==> config.mk <==
export PLATFORM = sky130hd
export DESIGN_NAME = delay_sum_ch
export DESIGN_NICKNAME = d
export VERILOG_FILES = /design/src/rtl/delay_sum_ch.sv
export SDC_FILE = /design/constraint.sdc
export NUM_CORES = 2
export LEC_CHECK = 0
export CAP_MARGIN = 30
export CORE_ASPECT_RATIO = 0.7
export CORE_MARGIN = 2
export CORE_UTILIZATION = 35
export DETAILED_ROUTE_END_ITERATION = 16
export GPL_TIMING_DRIVEN = 0
export PLACE_DENSITY = 0.6
export SLEW_MARGIN = 10
export SYNTH_ARGS = -nofsm -noshare
export SYNTH_HDL_FRONTEND = slang
export SYNTH_MEMORY_MAX_BITS = 65536
export SYNTH_SLANG_ARGS = --single-unit
==> constraint.sdc <==
create_clock -name clk -period 15.2 [get_ports clk]
set_input_delay 4.56 -clock clk [delete_from_list [all_inputs] [get_ports clk]]
set_output_delay 4.56 -clock clk [all_outputs]
set_load 0.01 [all_outputs]
==> src/rtl/delay_sum_ch.sv <==
// ---------------------------------------------------------------------------
// delay_sum_ch
//
// Multi-channel delay-and-sum beamformer core. NUM_CH signed sample streams
// arrive in lockstep. Each channel is delayed by its own runtime-programmable
// sample count through a per-channel ring buffer. The delayed samples are
// then summed into one beamformed output sample.
//
// A shared fill counter records how much history the rings hold. Any tap that
// would reach past that history is forced to zero, so stale ring contents
// (which reset does not clear) can never reach the output.
//
// Pipeline:
//   stage 1 : per-channel masked taps registered
//   stage 2 : sign-extended sum registered onto dout
//   dout_valid trails din_valid by exactly two cycles.
//
// Optional feature (macro DELAY_SUM_SAT_EN):
//   defined   - the sum is saturated to the signed DATA_WIDTH range, then
//               sign-extended onto dout; ovf is a sticky clip flag.
//   undefined - dout carries the full-growth sum and ovf is tied low.
//
// Ports:
//   clk        in   rising-edge clock
//   reset      in   synchronous active-high reset
//   din        in   packed samples, channel k at [k*DATA_WIDTH +: DATA_WIDTH]
//   din_valid  in   one sample set accepted per asserted cycle
//   cfg_we     in   write strobe for a channel delay
//   cfg_ch     in   channel index for cfg_we (indices >= NUM_CH are ignored)
//   cfg_delay  in   new delay in samples, clamped to MAX_DELAY-1
//   dout       out  signed delayed sum, DATA_WIDTH+SUM_GROW bits
//   dout_valid out  dout qualifier
//   ovf        out  sticky saturation flag (0 unless DELAY_SUM_SAT_EN)
//   primed     out  every channel has full history for its current delay
// ---------------------------------------------------------------------------
module delay_sum_ch #(
  parameter int DATA_WIDTH    = 16,
  parameter int NUM_CH        = 4,
  parameter int MAX_DELAY     = 64,
  parameter int DELAY_WIDTH   = 8,
  parameter int DEFAULT_DELAY = 3,
  parameter int SUM_GROW      = 2
) (
  input  logic                                clk,
  input  logic                                reset,
  input  logic [NUM_CH*DATA_WIDTH-1:0]        din,
  input  logic                                din_valid,
  input  logic                                cfg_we,
  input  logic [7:0]                          cfg_ch,
  input  logic [DELAY_WIDTH-1:0]              cfg_delay,
  output logic signed [DATA_WIDTH+SUM_GROW-1:0] dout,
  output logic                                dout_valid,
  output logic                                ovf,
  output logic                                primed
);

  localparam int PTR_W = (MAX_DELAY > 1) ? $clog2(MAX_DELAY) : 1;
  localparam int SUM_W = DATA_WIDTH + SUM_GROW;

  // Largest legal delay. It is also the saturation point of the fill counter.
  localparam logic [PTR_W-1:0] FILL_MAX = PTR_W'(MAX_DELAY - 1);
  localparam logic [DELAY_WIDTH-1:0] DELAY_CAP = DELAY_WIDTH'(MAX_DELAY - 1);
  localparam logic [PTR_W-1:0] RESET_DELAY =
    (DEFAULT_DELAY > MAX_DELAY - 1) ? FILL_MAX : PTR_W'(DEFAULT_DELAY);

  typedef logic signed [DATA_WIDTH-1:0] sample_t;

  logic [PTR_W-1:0]        wr_ptr;
  logic [PTR_W-1:0]        fill;
  logic [PTR_W-1:0]        delay     [NUM_CH];
  logic [PTR_W-1:0]        rd_idx    [NUM_CH];
  sample_t                 ring      [NUM_CH][MAX_DELAY];
  sample_t                 din_ch    [NUM_CH];
  sample_t                 tap       [NUM_CH];
  sample_t                 s1_tap    [NUM_CH];
  logic                    s1_valid;
  logic [PTR_W-1:0]        max_delay;
  logic [PTR_W-1:0]        cfg_value;
  logic signed [SUM_W-1:0] sum;

  // Split the packed input bus into per-channel samples.
  always_comb begin
    for (int k = 0; k < NUM_CH; k++) begin
      din_ch[k] = din[k*DATA_WIDTH +: DATA_WIDTH];
    end
  end

  // Tap selection. The read happens before this cycle's write.
  // The pointer difference wraps naturally because MAX_DELAY is a power of 2.
  // A zero delay bypasses the ring and uses the live sample. A tap that needs
  // more history than has been written since reset is forced to zero.
  // Because delays never exceed FILL_MAX, a saturated fill count always
  // means the history is complete.
  always_comb begin
    for (int k = 0; k < NUM_CH; k++) begin
      rd_idx[k] = wr_ptr - delay[k];
      tap[k]    = '0;
      if (delay[k] == '0) begin
        tap[k] = din_ch[k];
      end else if (fill >= delay[k]) begin
        tap[k] = ring[k][rd_idx[k]];
      end
    end
  end

  // Deepest delay currently programmed. It drives the primed flag.
  always_comb begin
    max_delay = '0;
    for (int k = 0; k < NUM_CH; k++) begin
      if (delay[k] > max_delay) begin
        max_delay = delay[k];
      end
    end
  end

  // Requested delays beyond the ring depth clamp to the deepest legal tap.
  always_comb begin
    cfg_value = cfg_delay[PTR_W-1:0];
    if (cfg_delay > DELAY_CAP) begin
      cfg_value = FILL_MAX;
    end
  end

  // Ring storage. It is deliberately not reset; the fill count masks
  // whatever was left behind.
  always_ff @(posedge clk) begin
    if (!reset && din_valid) begin
      for (int k = 0; k < NUM_CH; k++) begin
        ring[k][wr_ptr] <= din_ch[k];
      end
    end
  end

  // Write pointer, fill tracking, delay registers and the stage-1 taps.
  // A delay written together with a sample takes effect from the next sample,
  // because this cycle's taps were already selected using the old value.
  always_ff @(posedge clk) begin
    if (reset) begin
      wr_ptr   <= '0;
      fill     <= '0;
      s1_valid <= 1'b0;
      primed   <= 1'b0;
      for (int k = 0; k < NUM_CH; k++) begin
        delay[k]  <= RESET_DELAY;
        s1_tap[k] <= '0;
      end
    end else begin
      s1_valid <= din_valid;
      primed   <= (fill >= max_delay);
      if (din_valid) begin
        wr_ptr <= wr_ptr + 1'b1;
        if (fill != FILL_MAX) begin
          fill <= fill + 1'b1;
        end
        for (int k = 0; k < NUM_CH; k++) begin
          s1_tap[k] <= tap[k];
        end
      end
      if (cfg_we) begin
        for (int k = 0; k < NUM_CH; k++) begin
          if (32'(cfg_ch) == k) begin
            delay[k] <= cfg_value;
          end
        end
      end
    end
  end

  // Sign-extend each tap to the full growth width before accumulating.
  always_comb begin
    sum = '0;
    for (int k = 0; k < NUM_CH; k++) begin
      sum = sum + SUM_W'(s1_tap[k]);
    end
  end

`ifdef DELAY_SUM_SAT_EN
  localparam logic signed [SUM_W-1:0] SAT_HI =
    {{(SUM_GROW+1){1'b0}}, {(DATA_WIDTH-1){1'b1}}};
  localparam logic signed [SUM_W-1:0] SAT_LO =
    {{(SUM_GROW+1){1'b1}}, {(DATA_WIDTH-1){1'b0}}};

  logic                    clip_hi;
  logic                    clip_lo;
  logic signed [SUM_W-1:0] sat_sum;

  // Clamp the sum to the signed range of a single input sample.
  always_comb begin
    clip_hi = (sum > SAT_HI);
    clip_lo = (sum < SAT_LO);
    sat_sum = sum;
    if (clip_hi) begin
      sat_sum = SAT_HI;
    end else if (clip_lo) begin
      sat_sum = SAT_LO;
    end
  end

  // Stage 2 with saturation. ovf latches on any clipped valid output.
  always_ff @(posedge clk) begin
    if (reset) begin
      dout       <= '0;
      dout_valid <= 1'b0;
      ovf        <= 1'b0;
    end else begin
      dout_valid <= s1_valid;
      if (s1_valid) begin
        dout <= sat_sum;
        if (clip_hi || clip_lo) begin
          ovf <= 1'b1;
        end
      end
    end
  end
`else
  // Stage 2 at full growth width. The sum cannot overflow here.
  always_ff @(posedge clk) begin
    if (reset) begin
      dout       <= '0;
      dout_valid <= 1'b0;
    end else begin
      dout_valid <= s1_valid;
      if (s1_valid) begin
        dout <= sum;
      end
    end
  end

  assign ovf = 1'b0;
`endif

endmodule

## After elaboration in Yosys (flattened, before gate mapping)

Memory sizes are Yosys's and may differ from the RTL's.
Cells that the tools add are included.

| word-level totals | value |
|---|---|
| RAM bits | 4,184 |
| logic and storage cells | 118 |
| output and inout port bits | 21 |
| memories | 3 |
| register bits after elaboration | 33 |

| cells by class | value |
|---|---|
| $lt $le $gt $ge | 16 |
| add/sub/neg operators | 9 |
| muxes and demuxes | 58 |
| reduce and logical (&&, ||, !) cells | 9 |
| equal/unequal tests | 4 |
| bitwise gates (word level) | 13 |

Memories:

| name | depth | bits a word | rd ports | clocked after Yosys merged registers in | write ports | RTL line | source |
|---|---|---|---|---|---|---|---|
| ring | 4 | 1,024 | 4 | 0 | 4 | 72 | `sample_t ring [NUM_CH][MAX_DELAY];` |
| s1_tap | 4 | 16 | 4 | 0 | 4 | 75 | `sample_t s1_tap [NUM_CH];` |
| delay | 4 | 6 | 4 | 0 | 4 | 70 | `logic [PTR_W-1:0] delay [NUM_CH];` |

Operators by type and width:

| operator | count |
|---|---|
| $mux 1024 | 1 |
| $bmux 16 s6 | 4 |
| $mux 16 | 21 |
| $demux 16 s6 | 1 |
| $mux 6 | 9 |
| $ge 7x7->1 const B | 5 |
| $not 6->7 | 5 |
| $ge 6x6->1 | 5 |
| $logic_not 6->1 | 4 |
| $sub 6x6->6 | 4 |
| $mux 1 | 22 |
| $add 17x16->18 | 1 |
| $add 18x16->18 | 1 |
| $gt 6x6->1 | 3 |
| $add 16x16->17 | 1 |
| $eq 8x2->1 const B | 2 |
| $add 6x1->6 const B | 2 |
| $eq 8x1->1 const B | 1 |
| $gt 8x6->1 const B | 1 |
| $logic_not 8->1 | 1 |
| $or 1x1->1 | 8 |
| $lt 7x1->1 const B | 1 |
| $gt 6x1->1 const B | 1 |
| $ne 6x6->1 const B | 1 |
| 3 further kinds | 4 |

## Logic depth before layout (Yosys ltp)

An unclocked memory read counts as a cell.

| depth | value |
|---|---|
| word-level depth | 10 |
| mapped depth | 37 |

## Worst setup path before layout

OpenSTA, ideal clock, no wires.

| timing | value |
|---|---|
| path type | input -> register |
| start | in din_valid |
| end | mem ring[0][880] in the netlist's numbering (enable) |
| cell stages on the path | 5 |
| path slack | 2,740 ps |
| arrival time | 11,816 ps |
| cells stage by stage | clkbuf_1 -> nand2_1 -> or4b_2 -> clkbuf_1 -> nor4_1 |

RTL lines:

| what | RTL line | source |
|---|---|---|
| start, declared | 47 | `input logic din_valid,` |
| end, declared | 72 |  |

==> results.md <==
* Height of the die at 576 um
* Total gr overflow at 0
* Starting density of the core at between 30% and 40%
* Vias per inst at 5.75
* DRT Wirelength at roughly 480,000 um
* Crit. Startpoint: reset
* Overall routing resource usage at approximately 20%
* First-pass GRT wire length at 658,000 um
* Filler instances at 39,583
* Syn Inst Count at 6,939
* VDD IR-drop max at 0.0000965 V
* Reg2reg start: delay[0][1]$_SDFFCE_PN1P_
* Hold-critical path endpoint: dout[14]$_SDFFE_PP0P_
* Post-synthesis sequential area ratio at 77.2%
* Vias in the first global route at 80,912
* Critical Path Start Type: input pin
* Largest net degree at the start of global routing at 65
* CP Class: input pin to flip-flop
* Max H-tree Level at 5
* WP data arrival at 9.62 ns
* Non-filler instance count after layout at 14,416
* IO buf count at 102
* Outcome: completed
* Pre-CTS WS at between 5 and 6 ns
* Worst-case clock buffer depth at 4
* Primary FF master, synth: edfxtp_1
* Worst path cell trace: clkdlybuf4s50_1 > inv_1 > nand2_1 > clkbuf_1 > inv_1 > nand4_1 > nor2_4 > buf_12 > buf_12 > buf_12
* Clock transition at path regs at approximately 0.060 ns
* Final Cycle Share at 59.2%
* Inst Count DP at ~14,000
* Relative slew slack at 27.3%
* Period minus WS final at about 9 ns
* Pwr per Cell Area at 135 nW/um2
* Clock Sinks at 4,217
* Critical-path top delay cell: nor2_4
* Number of max-cap violations at 0
* Nets at 8,094
* Reg2Reg Depth at 34
* Yosys warnings at 0
* P_leak at 60.0 nW
* Hold Path Depth at 2
* Share of post-route cells with drive strength above 1 at 29.9%
* Post-synth EDFFs at 4,184
* DRC viols at 0
* CP peak stage delay at 0.98 ns
* #FFs+latches synth at 4,217
* Clk_lat worst skew at 0.97 ns
* Delay-heaviest family, CP: buffers and inverters
* Critical path required time at 15.83 ns
* Worst R2R End: primed$_SDFF_PP0_
* RSZ-0062 raised after global routing: false
* Gpl congestion at 0.881
* Worst Skew at 0.0688 ns
* Final Util at 41.5%
* Syn Nets at 7,145
* Worst Hold Class: flip-flop to flip-flop
* Area delta synth->final at 17.7%
* CTS Hold Bufs at 0
* Critical path capture point type: flip-flop
* Setup slack, reg-to-reg at about 7 ns
* Clock root cell: clkbuf_16
* Max Clk Rate at between 100 and 150 MHz
* Per-cell routed wire length at 33.3 um
* Worst-margin pin slew at 1.09 ns
* Slew Limit Fails at 0
* Most used cell, CP: buf_12
* Placeable Area at 464,000 um2
* Fin Setup TNS at 0 ns
* CP bufs+invs at 7
* # resized after CTS at 0
* HPWL after DPL at 326,000 um
* Via Count at 82,829
* I/O Pins at 105
* Distinct cells, synth at 60
* Final worst setup slack at 6.20 ns
* 1st-iter DRT viols at approximately 14,000
* ANT nets after route at 0
* Avg Cell Area, Syn at 23.6 um2
* Hold Vio Cnt, Final at 0
* Antenna violations before repair at 39
* Ys async rst share at 0%
* CP max FO at 17
* Row cnt at 209
* CTS buffer count at roughly 370
* Netlist area before placement at 164,000 um2
* Chip Width at 821 um
* Setup Fix Bufs, Post-CTS at 0
* Drt pass-1 iters at 9
* CTS tree: done
* Hold path start: dout[14]$_SDFFE_PP0P_
* Setup-failing EPs final at 0
* Die footprint at 473,000 um2
-- cells in the mapped netlist (10+ instances only) --
library cell     n  area [um2]
a21oi_1         30         150
nand2_1        291        1090
nor3_1          19        95.1
dfxtp_1         33         661
clkbuf_1       256         961
fa_1            37         741
nor2_1         135         507
o21ai_0         17        85.1
nor4_1          11        68.8
ha_1            85        1060
o21a_1          10        75.1
nand3_1        150         751
xnor2_1         27         236
edfxtp_1      4184      126000
mux2i_1         12         120
a32o_1          66         661
inv_1           40         150
xor2_1          19         166
mux4_2        1280       28800
buf_1           82         308
a21o_1          47         353
-- cells in the final DEF, fill, tap and decap left out, types with 47 or more instances in the layout --
cell type	count
buf_8	74
mux4_2	1280
buf_1	81
a21o_1	47
nand2_1	291
nand3_1	150
nor2_1	73
buf_12	284
clkbuf_1	313
ha_1	85
clkinv_2	82
buf_2	74
a32o_1	66
edfxtp_1	4184
clkinv_1	83
nor2_4	62
clkbuf_16	377
buf_6	69
-- worst max-delay path by stage --
stage,endpoint,cells after the start,slack [ns]
floorplan,ring[0][880]$_DFFE_PP_,5,2.74
global placement,ring[3][1019]$_DFFE_PP_,7,-9.03
detailed placement,ring[1][537]$_DFFE_PP_,10,5.34
CTS,ring[1][592]$_DFFE_PP_,10,6.35
global route,ring[1][604]$_DFFE_PP_,10,6.26
finish,ring[1][606]$_DFFE_PP_,10,6.20
-- area by class of cell --
class                           instances  area, um2  share of cell area, %
Antenna cell                           10       25.0                 0.0130
Buffer                                346       1330                  0.693
Clock buffer                          437       9670                   5.02
Clock inverter                        226       1990                   1.03
Inverter                               41        154                 0.0799
Multi-Input combinational cell       2335      36300                   18.9
Sequential cell                      4217     126000                   65.6
Tap cell                             6224       7790                   4.04
Timing Repair Buffer                  580       8970                   4.66
-- cell families after synthesis --
family	share of synthesized area, %
flip-flops	77.2
multiplexers	17.7
AND/OR/NAND/NOR	1.80
buffers and inverters	0.907
AO/OA/AOI/OAI	0.999
adder cells (fa/ha/maj)	1.11
XOR/XNOR	0.246
other	0.00229
-- stage by stage --
step | hold WS (ns) | area (um2) | total power [mW]
final | 0.476 | 193000 | 25.9
after global routing | 0.502 | 193000 | 26.6
after CTS | 0.473 | 192000 | 26.0
after detailed placement | 0.464 | 181000 | 16.7
after global placement | 0.466 | 172000 | 16.5
after floorplan | 0.486 | 164000 | 15.2
-- tightest hold or removal path: stages, from the launching register on --
cell,delay [ns]
dfxtp_1,0.31
nand2_1,0.06
a21oi_1,0.06
-- registers in the layout, summed over array words and instances (netlist names) --
signal and count:
dout_valid 1, dout 18, primed 1, s1_tap 64, s1_valid 1, delay 24, wr_ptr 6, ring 4096
fill 6
-- routing by layer --
metal | routed length (um) | share of wire [%] | up-vias | GRT usage (%)
li1 | - | - | 31657 | -
met3 | 63500 | 13 | 812 | 6.33
met4 | 15600 | 3.3 | 16 | 5.44
met1 | 199000 | 41 | 45061 | 29.8
met2 | 202000 | 42 | 5283 | 27.7
met5 | 118 | 0.025 | - | 0
-- where the power goes --
group          switching, mW  total [mW]  internal (mW)  leakage (nW)
logic                   2.09        3.70           1.60          16.2
clock network           4.26        9.38           5.11          5.74
registers             0.0251        12.8           12.8          38.0
(Power assumes the default switching activity.)
